### config.mk
export PLATFORM = sky130hd
export DESIGN_NAME = vga_capture
export DESIGN_NICKNAME = d
export VERILOG_FILES = /design/src/rtl/vga_cap_pkg.sv /design/src/rtl/sync_edge_det.sv /design/src/rtl/vga_capture.sv
export SDC_FILE = /design/constraint.sdc
export NUM_CORES = 1
export LEC_CHECK = 0
export CAP_MARGIN = 20
export CORE_ASPECT_RATIO = 0.9
export CORE_UTILIZATION = 40
export CTS_BUF_LIST = sky130_fd_sc_hd__clkbuf_4 sky130_fd_sc_hd__clkbuf_8
export CTS_CLUSTER_DIAMETER = 80
export DETAILED_ROUTE_END_ITERATION = 10
export PLACE_DENSITY_LB_ADDON = 0.15
export SLEW_MARGIN = 20
export SYNTH_ARGS = -nofsm -noshare
export SYNTH_HDL_FRONTEND = slang
export SYNTH_HIERARCHICAL = 1
export SYNTH_SLANG_ARGS = --single-unit
### constraint.sdc
create_clock -name clk -period 3.6 [get_ports clk]
set_input_delay 0.72 -clock clk [delete_from_list [all_inputs] [get_ports clk]]
set_output_delay 0.72 -clock clk [all_outputs]
set_load 0.01 [all_outputs]
### src/rtl/vga_cap_pkg.sv
// Shared types, default timing and helpers for the VGA capture block.
package vga_cap_pkg;

  // Capture sequencing states
  typedef enum logic [1:0] {
    ST_HUNT    = 2'd0,
    ST_CAPTURE = 2'd1,
    ST_WAIT_VS = 2'd2
  } cap_state_e;

  // Default 640x480 @ 800x525 timing
  localparam int H_ACTIVE_DEF = 640;
  localparam int V_ACTIVE_DEF = 480;
  localparam int H_TOTAL_DEF  = 800;
  localparam int V_TOTAL_DEF  = 525;

  // VRAM address width and pixel/line counter width
  localparam int ADDR_W = 19;
  localparam int CNT_W  = 11;
  localparam logic [CNT_W-1:0] CNT_MAX = 11'd2047;

  // Saturating increment for x/y counters: they must never wrap
  function automatic logic [CNT_W-1:0] sat_inc(input logic [CNT_W-1:0] v);
    if (v == CNT_MAX) begin
      sat_inc = v;
    end else begin
      sat_inc = v + 11'd1;
    end
  endfunction

endpackage

### src/rtl/sync_edge_det.sv
// Strobe-qualified edge detector: the signal is only looked at when
// strobe_i is high, and the previously sampled value is held between strobes.
module sync_edge_det (
  input  logic clk_i,
  input  logic rst_i,
  input  logic strobe_i,
  input  logic sig_i,
  output logic rise_o,
  output logic fall_o
);

  logic prev_q;
  logic prev_d;

  // Next sampled value: update only on a strobe
  always_comb begin
    prev_d = prev_q;
    if (strobe_i) begin
      prev_d = sig_i;
    end else begin
      prev_d = prev_q;
    end
  end

  // Sample register; resets high so a sync that is already low after reset
  // reads as a falling edge on the first strobe
  always_ff @(posedge clk_i) begin
    if (rst_i) begin
      prev_q <= 1'b1;
    end else begin
      prev_q <= prev_d;
    end
  end

  assign rise_o = strobe_i & ~prev_q &  sig_i;
  assign fall_o = strobe_i &  prev_q & ~sig_i;

endmodule

### src/rtl/vga_capture.sv
// VGA frame capture: turns a strobed mono pixel stream with hsync/vsync into
// sequential VRAM writes, and checks line/frame timing consistency.
module vga_capture
  import vga_cap_pkg::*;
#(
  parameter int H_ACTIVE = H_ACTIVE_DEF,
  parameter int V_ACTIVE = V_ACTIVE_DEF,
  parameter int H_TOTAL  = H_TOTAL_DEF,
  parameter int V_TOTAL  = V_TOTAL_DEF
) (
  input  logic              clk,
  input  logic              rst,
  input  logic              pix_en,
  input  logic              pixel,
  input  logic              hsync,
  input  logic              vsync,
  output logic              wr_en,
  output logic [ADDR_W-1:0] wr_addr,
  output logic              wr_data,
  output logic              frame_done,
  output logic              line_err,
  output logic              frame_err,
  output logic              locked
);

  localparam logic [CNT_W-1:0]  H_ACT_C     = CNT_W'(H_ACTIVE);
  localparam logic [CNT_W-1:0]  V_ACT_C     = CNT_W'(V_ACTIVE);
  localparam logic [CNT_W-1:0]  H_TOT_C     = CNT_W'(H_TOTAL);
  localparam logic [CNT_W-1:0]  V_TOT_C     = CNT_W'(V_TOTAL);
  localparam logic [CNT_W-1:0]  X_LAST_C    = CNT_W'(H_ACTIVE - 1);
  localparam logic [CNT_W-1:0]  Y_LAST_C    = CNT_W'(V_ACTIVE - 1);
  localparam logic [ADDR_W-1:0] ADDR_LAST_C = ADDR_W'(H_ACTIVE * V_ACTIVE - 1);

  // State; x_q is the x of the next strobe, so at an hsync fall it holds
  // the number of strobes seen on the line just finished.
  cap_state_e        state_q, state_d;
  logic [CNT_W-1:0]  x_q, x_d;
  logic [CNT_W-1:0]  y_q, y_d;
  logic [ADDR_W-1:0] addr_q, addr_d;
  logic              armed_q, armed_d;
  logic              clean_q, clean_d;
  logic              locked_q, locked_d;
  logic              wr_en_q, wr_en_d;
  logic [ADDR_W-1:0] wr_addr_q, wr_addr_d;
  logic              wr_data_q, wr_data_d;
  logic              frame_done_q, frame_done_d;
  logic              line_err_q, line_err_d;
  logic              frame_err_q, frame_err_d;

  logic              hs_fall_s, vs_fall_s;
  logic              unused_hs_rise_s, unused_vs_rise_s;
  logic [CNT_W-1:0]  cx_s, cy_s;
  logic [ADDR_W-1:0] caddr_s;
  logic              wr_hit_s;
  logic              err_s;

  sync_edge_det u_hs_edge (
    .clk_i    (clk),
    .rst_i    (rst),
    .strobe_i (pix_en),
    .sig_i    (hsync),
    .rise_o   (unused_hs_rise_s),
    .fall_o   (hs_fall_s)
  );

  sync_edge_det u_vs_edge (
    .clk_i    (clk),
    .rst_i    (rst),
    .strobe_i (pix_en),
    .sig_i    (vsync),
    .rise_o   (unused_vs_rise_s),
    .fall_o   (vs_fall_s)
  );

  // Next-state logic: per-strobe coordinate tracking, write generation,
  // timing checks and lock tracking
  always_comb begin
    state_d      = state_q;
    x_d          = x_q;
    y_d          = y_q;
    addr_d       = addr_q;
    armed_d      = armed_q;
    clean_d      = clean_q;
    locked_d     = locked_q;
    wr_en_d      = 1'b0;
    wr_addr_d    = wr_addr_q;
    wr_data_d    = wr_data_q;
    frame_done_d = 1'b0;
    line_err_d   = 1'b0;
    frame_err_d  = 1'b0;
    cx_s         = x_q;
    cy_s         = y_q;
    caddr_s      = addr_q;
    wr_hit_s     = 1'b0;
    err_s        = 1'b0;

    if (pix_en) begin
      // Coordinates of the pixel carried by this strobe; the vsync-fall
      // sample is always pixel (0,0) even though hsync falls with it
      if (vs_fall_s) begin
        cx_s    = 11'd0;
        cy_s    = 11'd0;
        caddr_s = 19'd0;
      end else if (hs_fall_s) begin
        cx_s    = 11'd0;
        cy_s    = sat_inc(y_q);
        caddr_s = addr_q;
      end else begin
        cx_s    = x_q;
        cy_s    = y_q;
        caddr_s = addr_q;
      end

      // Line length check needs one earlier hsync fall as a reference
      if (hs_fall_s && armed_q && (x_q != H_TOT_C)) begin
        line_err_d = 1'b1;
      end else begin
        line_err_d = 1'b0;
      end
      if (hs_fall_s) begin
        armed_d = 1'b1;
      end else begin
        armed_d = armed_q;
      end

      case (state_q)
        ST_HUNT: begin
          if (vs_fall_s) begin
            state_d = ST_CAPTURE;
          end else begin
            state_d = ST_HUNT;
          end
        end
        ST_CAPTURE: begin
          // vsync before the last pixel: short frame, restart at (0,0)
          state_d = ST_CAPTURE;
          if (vs_fall_s) begin
            frame_err_d = 1'b1;
          end else begin
            frame_err_d = 1'b0;
          end
        end
        ST_WAIT_VS: begin
          if (vs_fall_s) begin
            state_d     = ST_CAPTURE;
            frame_err_d = (sat_inc(y_q) != V_TOT_C);
          end else begin
            state_d = ST_WAIT_VS;
          end
        end
        default: begin
          state_d = ST_HUNT;
        end
      endcase

      wr_hit_s = (state_d == ST_CAPTURE) && (cx_s < H_ACT_C) && (cy_s < V_ACT_C);

      if (wr_hit_s) begin
        wr_en_d   = 1'b1;
        wr_addr_d = caddr_s;
        wr_data_d = pixel;
        if ((cx_s == X_LAST_C) && (cy_s == Y_LAST_C)) begin
          frame_done_d = 1'b1;
          state_d      = ST_WAIT_VS;
        end else begin
          frame_done_d = 1'b0;
        end
        // Address is clamped so it can never leave the frame buffer
        if (caddr_s == ADDR_LAST_C) begin
          addr_d = caddr_s;
        end else begin
          addr_d = caddr_s + 19'd1;
        end
      end else begin
        addr_d = caddr_s;
      end

      x_d = sat_inc(cx_s);
      y_d = cy_s;

      // A new frame starts clean; errors reported on its first strobe
      // belong to the previous frame and only drop the lock
      err_s = line_err_d | frame_err_d;
      if (vs_fall_s) begin
        clean_d = 1'b1;
      end else begin
        clean_d = clean_q & ~err_s;
      end
      if (err_s) begin
        locked_d = 1'b0;
      end else if (frame_done_d && clean_q) begin
        locked_d = 1'b1;
      end else begin
        locked_d = locked_q;
      end
    end else begin
      wr_en_d = 1'b0;
    end
  end

  // State and output registers with synchronous reset
  always_ff @(posedge clk) begin
    if (rst) begin
      state_q      <= ST_HUNT;
      x_q          <= 11'd0;
      y_q          <= 11'd0;
      addr_q       <= 19'd0;
      armed_q      <= 1'b0;
      clean_q      <= 1'b0;
      locked_q     <= 1'b0;
      wr_en_q      <= 1'b0;
      wr_addr_q    <= 19'd0;
      wr_data_q    <= 1'b0;
      frame_done_q <= 1'b0;
      line_err_q   <= 1'b0;
      frame_err_q  <= 1'b0;
    end else begin
      state_q      <= state_d;
      x_q          <= x_d;
      y_q          <= y_d;
      addr_q       <= addr_d;
      armed_q      <= armed_d;
      clean_q      <= clean_d;
      locked_q     <= locked_d;
      wr_en_q      <= wr_en_d;
      wr_addr_q    <= wr_addr_d;
      wr_data_q    <= wr_data_d;
      frame_done_q <= frame_done_d;
      line_err_q   <= line_err_d;
      frame_err_q  <= frame_err_d;
    end
  end

  assign wr_en      = wr_en_q;
  assign wr_addr    = wr_addr_q;
  assign wr_data    = wr_data_q;
  assign frame_done = frame_done_q;
  assign line_err   = line_err_q;
  assign frame_err  = frame_err_q;
  assign locked     = locked_q;

endmodule

After elaboration in Yosys (flattened, before gate mapping)

Index checks and enable logic that the tools add are counted.

Register bits: 72
Output and inout port bits: 25
Input port bits: 6
Word-level logic and storage cells: 86

Reductions and logical operators: 12
Multiplexer cells: 34
Equality and inequality tests: 10
Bitwise gates (word level): 10
Add/subtract/negate cells: 3
Magnitude comparators: 2

Operators with widths:

| kind                  | number |
|---|---|
| $mux 11               | 11 |
| $mux 19               | 4 |
| $add 11x1->11 const B | 2 |
| $eq 11x11->1 const B  | 2 |
| $ne 11x10->1 const B  | 2 |
| $add 19x1->19 const B | 1 |
| $eq 19x19->1 const B  | 1 |
| $mux 1                | 13 |
| $eq 11x10->1 const B  | 1 |
| $eq 11x9->1 const B   | 1 |
| $lt 11x10->1 const B  | 1 |
| $lt 11x9->1 const B   | 1 |
| $mux 2                | 4 |
| $logic_and 1x1->1     | 6 |
| $pmux 2 s3            | 1 |
| $reduce_and 2->1      | 3 |
| $and 1x1->1           | 5 |
| $eq 2x1->1 const B    | 2 |
| $not 1->1             | 4 |
| $eq 2x2->1 const B    | 1 |
| $logic_not 2->1       | 1 |
| $pmux 1 s2            | 1 |
| $reduce_bool 2->1     | 1 |
| $reduce_or 2->1       | 1 |
| $or 1x1->1            | 1 |

Logic depth before layout (Yosys ltp)

Gate-level depths: netlist of the first run.

Depth in word-level cells: 13
Mapped depth: 14
Gate-level depth less buffers: 10

Hierarchy

Netlist of the first run, hierarchy kept.

By module, submodules not included:

| module        | cells each | seq. area each (um2) | times used | area an instance (um2) |
|---|---|---|---|---|
| vga_capture   | 517        | 1,401.3              | 1          | 4,020.1 |
| sync_edge_det | 6          | 20.0                 | 2          | 51.3 |

Least setup slack after synthesis of the first run

No wires, ideal clock.

Path type: input -> register
From: input port vsync
To: register addr_q[10]
Stages on the path: 14
Setup slack: -0.104 ns
Setup time: 0.121 ns
Arrival: 3.584 ns
Path buffers: 5
Required time: 3.479 ns
Cells stage by stage: and3b_2 clkbuf_1 clkbuf_1 clkbuf_1 nor2b_1 ha_1 nand4b_1 or3_1 or4_1 clkbuf_1 and4_1 buf_2 nand4_1 mux2_2

Cells in the longest elaborated chain, start to end: 9
Elaborated cells on any way between the ends: 21
Those cells by class: add/sub (1); order compare (2); eq/ne (2); mux (12); bitwise (2); reduce/logical (2)

RTL lines:

| item                                                                  | line                | text |
|---|---|---|
| start: declaration                                                    | vga_capture.sv:16   | `input logic vsync,` |
| $not 1->1 (*)                                                         | sync_edge_det.sv:36 | `assign fall_o = strobe_i & prev_q & ~sig_i;` |
| $and 1x1->1 (*)                                                       | sync_edge_det.sv:36 |  |
| parallel branches: the longest is 6 deep, another holds $add 19x1->19 | n/a                 |  |
| $mux 19 (*)                                                           | vga_capture.sv:158  | `if (wr_hit_s) begin` |
| end signal: assignment                                                | vga_capture.sv:221  | `addr_q <= addr_d;` |
| end: declaration                                                      | vga_capture.sv:39   | `logic [ADDR_W-1:0] addr_q, addr_d;` |

Every way passes the cells marked *. The select of a mux whose other input is x is not followed.
A chain may end at the register's enable or synchronous reset.

Final worst setup path of the first run

From: input port vsync
To: register addr_q[12]

Cells in the longest elaborated chain, start to end: 9
Elaborated cells on any way between the ends: 21
Those cells by class: add/sub (1); order compare (2); eq/ne (2); mux (12); bitwise (2); reduce/logical (2)

RTL lines:

| item                                                                  | line                | text |
|---|---|---|
| $not 1->1 (*)                                                         | sync_edge_det.sv:36 |  |
| $and 1x1->1 (*)                                                       | sync_edge_det.sv:36 |  |
| named net vs_fall_s                                                   | vga_capture.sv:50   | `logic hs_fall_s, vs_fall_s;` |
| parallel branches: the longest is 6 deep, another holds $add 19x1->19 | n/a                 |  |
| $mux 19 (*)                                                           | vga_capture.sv:158  |  |

Mark *: on every way through the listed nets, which the timed path passes. The select of a mux whose other input is x is not followed.

==> impl_metrics.py, run 1 <==
metrics = {
    "placed_design": {
        "dp_hpwl_um": 7802,
        "place_ws_ns": -0.08309,
        "placedInstanceArea_um2": 4707,
        "place_inst": 681,
        "port_buffers": 30,
        "gp_congestion": 0.8512,
    },
    "synth": {
        "syn-cell-area_um2": 4115,
        "yosys_warnings": 6,
        "synth_nets": 538,
        "syn_inst": 527,
        "avgSynthCellArea_um2": 7.809,
    },
    "layout": {
        "nFillCells": 970,
        "antennaDiodeCount": 0,
        "drive_gt1_share_pct": 15.24,
        "utilization_pct": 49.86,
        "final_area_um2": 4900,
        "instances_no_fill": 697,
        "finish.net_count": 577,
        "syn2layout_area_growth_pct": 19.06,
    },
    "setup_path": {
        "path_cells": "clkdlybuf4s50_1 -> and3b_2 -> nor2b_1 -> ha_2 -> nand4b_1 -> or3_1 -> or4_1 -> and4_1 -> nand4_1 -> mux2_2",
        "critical_path.max_fanout": 7,
        "cp.required_ns": 3.85,
        "criticalPathCategory": "primary input to flop",
        "cp_top_family": "simple AND/OR/NAND/NOR gates",
        "arrival_ns": 3.58,
        "critPathBufInv": 1,
        "worstSetupStartpointType": "primary input",
        "critPathSlowestCell": "or4_1",
        "max_stage_delay_ns": 0.55,
        "endpoint_kind": "flop",
    },
    "cts": {
        "clockRootBuffer": "clkbuf_8",
        "cts.htree.levels": 3,
        "clock-sinks": 72,
        "cts_tree": "built",
        "hold_buffers": 0,
        "cts_resized": 0,
        "post-cts-setup-buffers": 0,
        "insertion_delay_ns": 0.36,
        "clk_pin_slew_ns": 0.07,
        "numCtsBuffers": 9,
        "cts_buffer_depth": 2,
    },
    "timing": {
        "max_freq_ghz": 0.3009,
        "maxSlewHeadroom_pct": 51.69,
        "hold-worst-slack_ns": 0.4631,
        "drv_slew": 0,
        "worstMarginPinSlew_ns": 0.7247,
        "fin_crit_ns": 3.323,
        "tns_ns": 0,
        "finClkSkew_ns": 0.006467,
        "hold_viol_final": 0,
        "grt_setup_unrepaired": "false",
        "setup_viol": 0,
        "worst_slack_ns": 0.2768,
        "timing.final.crit_share_pct": 92.31,
    },
    "pwr": {
        "power.share.clock_pct": 39.8,
        "combPwrFrac_pct": 9.2,
        "p_seq_share_pct": 50.9,
        "p_leak_nw": 1.624,
        "intPower_mw": 1.177,
        "power_mw": 1.593,
        "p_per_area_nw_per_um2": 325.0,
        "sw_frac_of_total_pct": 26.09,
        "vdd_drop_max_v": 0.0002266,
        "p_sw_mw": 0.4155,
    },
    "die": {
        "fp-row-count": 34,
        "start_util_pct": 41.88,
        "die_w_um": 108.9,
        "num_io_pins": 31,
        "core-area_um2": 9827,
        "dieArea_um2": 10700,
        "die_h_um": 98.23,
    },
    "hold_path": {
        "hp-class": "flop to flop",
    },
    "detailed_routing": {
        "drcViolationCount": 0,
        "drtIter0Drc": 220,
        "drtAntennaViolNets": 0,
        "num_vias": 4114,
        "vias_per_cell": 5.902,
        "firstDrtPassIters": 5,
        "wl_per_cell_um": 15.97,
        "drt_wl_total_um": 11130,
    },
    "global_routing": {
        "grt.total_usage_pct": 21.99,
        "overflow": 0,
        "grt_start_max_net_pins": 40,
        "antenna_found_initial": 0,
        "grt_pass1_vias": 3659,
        "grt_first_pass_wirelength_um": 18580,
    },
    "status": {
        "status": "finished clean",
    },
    "run": {
        "drv_cap": 0,
    },
}
registers in the layout (all words and copies together), names as in the netlist:
name              cells
addr_q               19
wr_data               1
line_err              1
state_q               2
u_vs_edge/prev_q      1
x_q                  11
frame_err             1
clean_q               1
u_hs_edge/prev_q      1
y_q                  11
wr_en                 1
wr_addr              19
frame_done            1
locked                1
armed_q               1
layer usage:
layer	vias to the layer above	global-route usage, %	part of all wire (%)
li1	2057	-	-
met1	1922	32.34	49
met2	124	31.93	43
met3	11	4.406	5.9
met4	0	6.549	1.3
met5	-	0	0
worst paths after layout:
check,startpoint,to,slack [ns],cells past startpoint
setup / recovery,vsync,addr_q[12],0.28,10
hold / removal,clean_q,clean_q,0.46,2
setup reg to reg,y_q[2],addr_q[14],0.75,7
hold reg to reg,clean_q,clean_q,0.46,2
cells in the final DEF, fill, tap and decap left out, types with 4 or more instances in the layout:
| master | n |
|---|---|
| and3_1 | 6 |
| and4_1 | 4 |
| ha_1 | 4 |
| or4_1 | 6 |
| dfxtp_1 | 72 |
| and2_1 | 6 |
| mux2i_1 | 5 |
| a31oi_1 | 13 |
| o21ai_0 | 41 |
| a41oi_1 | 5 |
| clkbuf_8 | 12 |
| inv_1 | 8 |
| nor4_1 | 4 |
| nor2b_1 | 7 |
| a22oi_1 | 5 |
| clkdlybuf4s50_1 | 29 |
| nor2_1 | 40 |
| mux2_2 | 7 |
| nand2_1 | 47 |
| nand3_1 | 23 |
| buf_4 | 46 |
| nand4_1 | 27 |
| or3_1 | 9 |
| a211oi_1 | 4 |
| a311oi_1 | 8 |
| a21oi_1 | 53 |
| nor3_1 | 12 |
final cells by class:
type / count / area [um2] / area share, %
flip-flops and latches: 72 / 1441 / 29.42
repair buffers: 76 / 640.6 / 13.07
clock inverters: 2 / 12.51 / 0.2554
inverters: 10 / 37.54 / 0.7661
well taps: 126 / 157.7 / 3.218
multi-input cells: 397 / 2430 / 49.59
clock buffers: 14 / 180.2 / 3.677
power by group through the flow:
| stage | Clock (mW) | Sequential (mW) | Combinational (mW) |
|---|---|---|---|
| global route | 0.684 | 0.812 | 0.163 |
| CTS | 0.648 | 0.811 | 0.146 |
| floorplan | 0 | 0.828 | 0.0941 |
| global placement | 0 | 0.830 | 0.144 |
| detailed placement | 0 | 0.830 | 0.145 |
| finish | 0.634 | 0.811 | 0.147 |
worst reg2reg max path, delay by kind of cell (launching register included):
family	cells	cell delay (ns)
compound gates	4	1.13
simple gates	2	0.90
flops	1	0.53
buf+inv	1	0.23
No activity file was read; power rests on OpenSTA's default activity.
==> inputs of run 2 (changes only) <==
--- a/config.mk
+++ b/config.mk
@@ -7,6 +7,7 @@
 export LEC_CHECK = 0
 export CAP_MARGIN = 20
 export CORE_ASPECT_RATIO = 0.9
+export CORE_MARGIN = 2
 export CORE_UTILIZATION = 40
 export CTS_BUF_LIST = sky130_fd_sc_hd__clkbuf_4 sky130_fd_sc_hd__clkbuf_8
 export CTS_CLUSTER_DIAMETER = 80
==> impl_metrics.py, run 2 (synthesis gave the netlist of run 1 again) <==
metrics = {
    "global_routing": {
        "overflow": 0,
        "grt.total_usage_pct": 21.07,
        "grt_first_pass_wirelength_um": 19130,
        "antenna_found_initial": 0,
        "grt_pass1_vias": 3899,
        "grt_start_max_net_pins": 53,
    },
    "cts": {
        "clk_pin_slew_ns": 0.08,
        "numCtsBuffers": 9,
        "cts.htree.levels": 3,
        "cts_tree": "built",
        "cts_buffer_depth": 2,
        "hold_buffers": 0,
        "insertion_delay_ns": 0.36,
        "clock-sinks": 72,
        "cts_resized": 0,
        "post-cts-setup-buffers": 0,
        "clockRootBuffer": "clkbuf_8",
    },
    "detailed_routing": {
        "wl_per_cell_um": 16.16,
        "drtAntennaViolNets": 0,
        "drtIter0Drc": 233,
        "drcViolationCount": 0,
        "vias_per_cell": 5.932,
        "firstDrtPassIters": 5,
        "drt_wl_total_um": 11410,
        "num_vias": 4188,
    },
    "setup_path": {
        "max_stage_delay_ns": 0.55,
        "critPathSlowestCell": "or4_1",
        "arrival_ns": 3.59,
        "cp.required_ns": 3.85,
        "cp_top_family": "simple AND/OR/NAND/NOR gates",
        "r2r-start": "y_q[3]",
        "worstSetupStartpointType": "primary input",
        "critPathBufInv": 1,
        "path_cells": "clkdlybuf4s50_1 -> and3b_2 -> nor2b_1 -> ha_2 -> nand4b_1 -> or3_1 -> or4_1 -> and4_1 -> nand4_1 -> mux2_2",
        "r2r-end": "addr_q[14]",
        "endpoint_kind": "flop",
        "reg2reg_depth": 7,
        "crit_start": "pix_en",
        "criticalPathCategory": "primary input to flop",
        "critical_path.max_fanout": 7,
        "worst-r2r-setup-slack_ns": 0.75,
    },
    "die": {
        "start_util_pct": 40.68,
        "core-area_um2": 10120,
        "die_h_um": 100.2,
        "num_io_pins": 31,
        "die_w_um": 110.9,
        "dieArea_um2": 11120,
        "fp-row-count": 35,
    },
    "layout": {
        "nFillCells": 992,
        "layout_commonest_cell": "dfxtp_1",
        "layout_common_cells": "dfxtp_1 (72), a21oi_1 (53), buf_4 (52), nand2_1 (47), o21ai_0 (41)",
        "finish.net_count": 583,
        "final_area_um2": 4962,
        "syn2layout_area_growth_pct": 20.58,
        "drive_gt1_share_pct": 16.12,
        "antennaDiodeCount": 0,
    },
    "timing": {
        "finClkSkew_ns": 0.01144,
        "worstMarginPinSlew_ns": 1.020,
        "grt_setup_unrepaired": "false",
        "fin_crit_ns": 3.346,
        "tns_ns": 0,
        "timing.final.crit_share_pct": 92.95,
        "maxSlewHeadroom_pct": 32.02,
        "drv_slew": 0,
        "hold_viol_final": 0,
        "max_freq_ghz": 0.2988,
        "setup_viol": 0,
    },
    "pwr": {
        "p_per_area_nw_per_um2": 327.5,
        "p_leak_nw": 1.645,
        "vdd_drop_max_v": 0.0002639,
    },
    "hold_path": {
        "hold_end": "clean_q",
        "hp-class": "flop to flop",
        "hp-start": "clean_q",
        "hold_path_depth": 2,
    },
    "placed_design": {
        "gp_congestion": 0.9003,
        "port_buffers": 30,
        "dp_hpwl_um": 7991,
        "placedInstanceArea_um2": 4756,
    },
    "run": {
        "drv_cap": 0,
    },
    "status": {
        "status": "finished clean",
    },
}
==> run 2: cell types whose count changed in the layout (fill, tap and decap cells not counted) <==
cell        delta
clkinv_4       +1
clkbuf_4       -2
clkinv_2       -1
bufinv_16      +1
clkbuf_8       -2
buf_4          +6
clkinvlp_4     +3
==> run 2: how the worst max path moves through the flow <==
stage	endpoint	slack [ns]	cells after the start
detailed placement	addr_q[12]	-0.08	10
global placement	addr_q[10]	-0.03	10
finish	addr_q[12]	0.25	10
global route	x_q[9]	0.13	13
floorplan	addr_q[12]	0.02	14
CTS	addr_q[12]	0.30	10
==> run 2: layout make-up <==
cell class	count	area [um2]	share of cell area, %
tap	129	161.4	3.253
inverter	10	37.54	0.7564
multi-input combinational	397	2430	48.97
sequential	72	1441	29.05
timing repair buffer	82	685.7	13.82
clock inverter	6	68.82	1.387
clock buffer	10	137.6	2.774
==> run 2: stage by stage <==
stage          setup slack, ns  util [%]  hold slack, ns  instances  power (mW)
6_report                0.2537     49.05          0.4596        706       1.625
2_1_floorplan          0.02229         -          0.4364        527      0.9226
5_1_grt                 0.1340     49.05          0.4899        706       1.697
4_1_cts                 0.2957     49.05          0.4617        706       1.648
3_3_place_gp          -0.02768     47.01          0.4450        690      0.9791
3_5_place_dp          -0.08031     47.01          0.4497        690      0.9816
==> run 2: worst min-delay path, stage by stage (launching register included) <==
cell and delay, ns:
dfxtp_1 0.32, nand2_1 0.05, a21oi_1 0.05
==> run 2: metal layers <==
layer	global-route usage (%)	part of all wire (%)
met4	7.404	1.7
met3	4.710	4.3
met5	0	0
met2	33.32	45
met1	28.55	49
==> run 2: power by group <==
group,internal [mW],switching (mW),total [mW]
sequential,0.804,0.00680,0.811
clock,0.339,0.322,0.661
combinational,0.0549,0.0981,0.153
total,1.20,0.427,1.63
==> inputs of run 3 (changes only) <==
--- a/config.mk
+++ b/config.mk
@@ -8,7 +8,7 @@
 export CAP_MARGIN = 20
 export CORE_ASPECT_RATIO = 0.9
 export CORE_MARGIN = 2
-export CORE_UTILIZATION = 40
+export CORE_UTILIZATION = 25
 export CTS_BUF_LIST = sky130_fd_sc_hd__clkbuf_4 sky130_fd_sc_hd__clkbuf_8
 export CTS_CLUSTER_DIAMETER = 80
 export DETAILED_ROUTE_END_ITERATION = 10
==> impl_metrics.py, run 3 (synthesis gave the netlist of run 1 again) <==
metrics = {
    "status": {
        "status": "finished clean",
    },
    "detailed_routing": {
        "wl_per_cell_um": 16.03,
        "drtIter0Drc": 337,
        "drtAntennaViolNets": 0,
        "drcViolationCount": 0,
        "drt_wl_total_um": 12570,
        "firstDrtPassIters": 5,
        "num_vias": 4136,
        "vias_per_cell": 5.276,
    },
    "run": {
        "drv_cap": 0,
    },
    "setup_path": {
        "crit_end": "addr_q[12]",
        "cp.required_ns": 3.86,
        "reg2reg_depth": 7,
        "criticalPathCategory": "primary input to flop",
        "max_stage_delay_ns": 0.55,
        "worstSetupStartpointType": "primary input",
        "path_cells": "clkdlybuf4s50_1 -> and3b_2 -> nor2b_1 -> ha_2 -> nand4b_1 -> or3_1 -> or4_1 -> and4_1 -> nand4_1 -> mux2_2",
        "arrival_ns": 3.62,
        "critical_path.max_fanout": 7,
        "r2r-end": "addr_q[16]",
        "critPathSlowestCell": "or4_1",
        "crit_start": "pix_en",
        "worst-r2r-setup-slack_ns": 0.72,
        "r2r-start": "y_q[3]",
        "endpoint_kind": "flop",
    },
    "layout": {
        "layout_common_cells": "dfxtp_1 (72), buf_4 (54), a21oi_1 (53), nand2_1 (47), o21ai_0 (41)",
        "antennaDiodeCount": 0,
        "drive_gt1_share_pct": 16.12,
        "instances_no_fill": 784,
        "layout_commonest_cell": "dfxtp_1",
        "finish.net_count": 585,
        "syn2layout_area_growth_pct": 22.32,
        "utilization_pct": 31.21,
    },
    "global_routing": {
        "grt_start_max_net_pins": 47,
        "grt_pass1_vias": 3888,
        "overflow": 0,
        "grt_first_pass_wirelength_um": 20910,
        "grt.total_usage_pct": 14.72,
        "antenna_found_initial": 0,
    },
    "timing": {
        "hold_viol_final": 0,
        "worst_slack_ns": 0.2404,
        "worstMarginPinSlew_ns": 0.8767,
        "grt_setup_unrepaired": "false",
        "finClkSkew_ns": 0.01006,
        "drv_slew": 0,
        "setup_viol": 0,
        "fin_crit_ns": 3.360,
        "timing.final.crit_share_pct": 93.32,
        "maxSlewHeadroom_pct": 41.55,
        "max_freq_ghz": 0.2977,
    },
    "cts": {
        "hold_buffers": 0,
        "clk_pin_slew_ns": 0.08,
        "clockRootBuffer": "clkbuf_8",
        "cts_buffer_depth": 2,
        "insertion_delay_ns": 0.37,
        "clock-sinks": 72,
        "cts.htree.levels": 3,
        "cts_resized": 0,
        "post-cts-setup-buffers": 0,
        "numCtsBuffers": 9,
        "cts_tree": "built",
    },
    "pwr": {
        "p_leak_nw": 1.654,
        "p_per_area_nw_per_um2": 311.1,
        "vdd_drop_max_v": 0.0001297,
    },
    "placed_design": {
        "place_inst": 770,
        "gp_congestion": 0.8510,
        "port_buffers": 30,
        "dp_hpwl_um": 8886,
        "place_ws_ns": -0.1178,
    },
    "die": {
        "dieArea_um2": 17500,
        "num_io_pins": 31,
        "fp-row-count": 44,
        "core-area_um2": 16130,
        "die_h_um": 125.7,
        "die_w_um": 139.2,
        "start_util_pct": 25.51,
    },
    "hold_path": {
        "hp-class": "flop to flop",
    },
}
[run 3: cell types whose count changed in the layout (fill, tap and decap cells not counted)]
cell        before  now
buf_4           52   54
bufinv_16        1    0
clkbuf_4         0    3
clkinv_2         0    1
clkinv_4         1    0
clkinvlp_4       4    0
[run 3: critical path, delay by kind of cell]
family        cells  cell delay [ns]
buf+inv           1             0.46
mux               1             0.33
fa+ha+maj         1             0.21
simple gates      7             1.90
[run 3: how the worst min path moves through the flow]
stage / end / slack (ns) / depth (start not counted) / startpoint
floorplan: clean_q / 0.44 / 2 / clean_q
global placement: clean_q / 0.45 / 2 / clean_q
detailed placement: clean_q / 0.46 / 2 / clean_q
CTS: clean_q / 0.47 / 2 / clean_q
global route: wr_addr[18] / 0.50 / 2 / wr_addr[18]
finish: clean_q / 0.47 / 2 / clean_q
[run 3: where the power goes]
part / switching (mW) / total, mW / internal [mW]
Combinational: 0.101 / 0.155 / 0.0544
Clock: 0.315 / 0.599 / 0.284
Sequential: 0.00733 / 0.812 / 0.804
Total: 0.423 / 1.57 / 1.14
[run 3: cell type report]
cell class              count  area [um2]
clock buffers              13       160.2
clock inverters             1       5.005
fillers                  1719       11100
inverters                  10       37.54
multi-input cells         397        2430
flip-flops and latches     72        1441
well taps                 207       259.0
repair buffers             84       700.7
[run 3: per-layer routing]
| metal | vias up | GRT usage, % | part of all wire (%) |
|---|---|---|---|
| met1 | 1966 | 21.15 | 52 |
| met5 | - | 0 | 0 |
| met3 | 23 | 2.510 | 3.3 |
| met4 | 0 | 6.952 | 2.5 |
| met2 | 77 | 21.37 | 42 |
| li1 | 2070 | - | - |
[run 3: per-stage QoR]
stage	cell area (um2)	total power [mW]	setup TNS, ns	hold WS, ns
after floorplan	4130	0.9226	0	0.4364
after detailed placement	4868	0.9854	-0.8810	0.4600
after global placement	4868	0.9838	-0.1120	0.4474
after global routing	5034	1.648	0	0.5040
final	5034	1.566	0	0.4670
after CTS	5034	1.597	0	0.4711
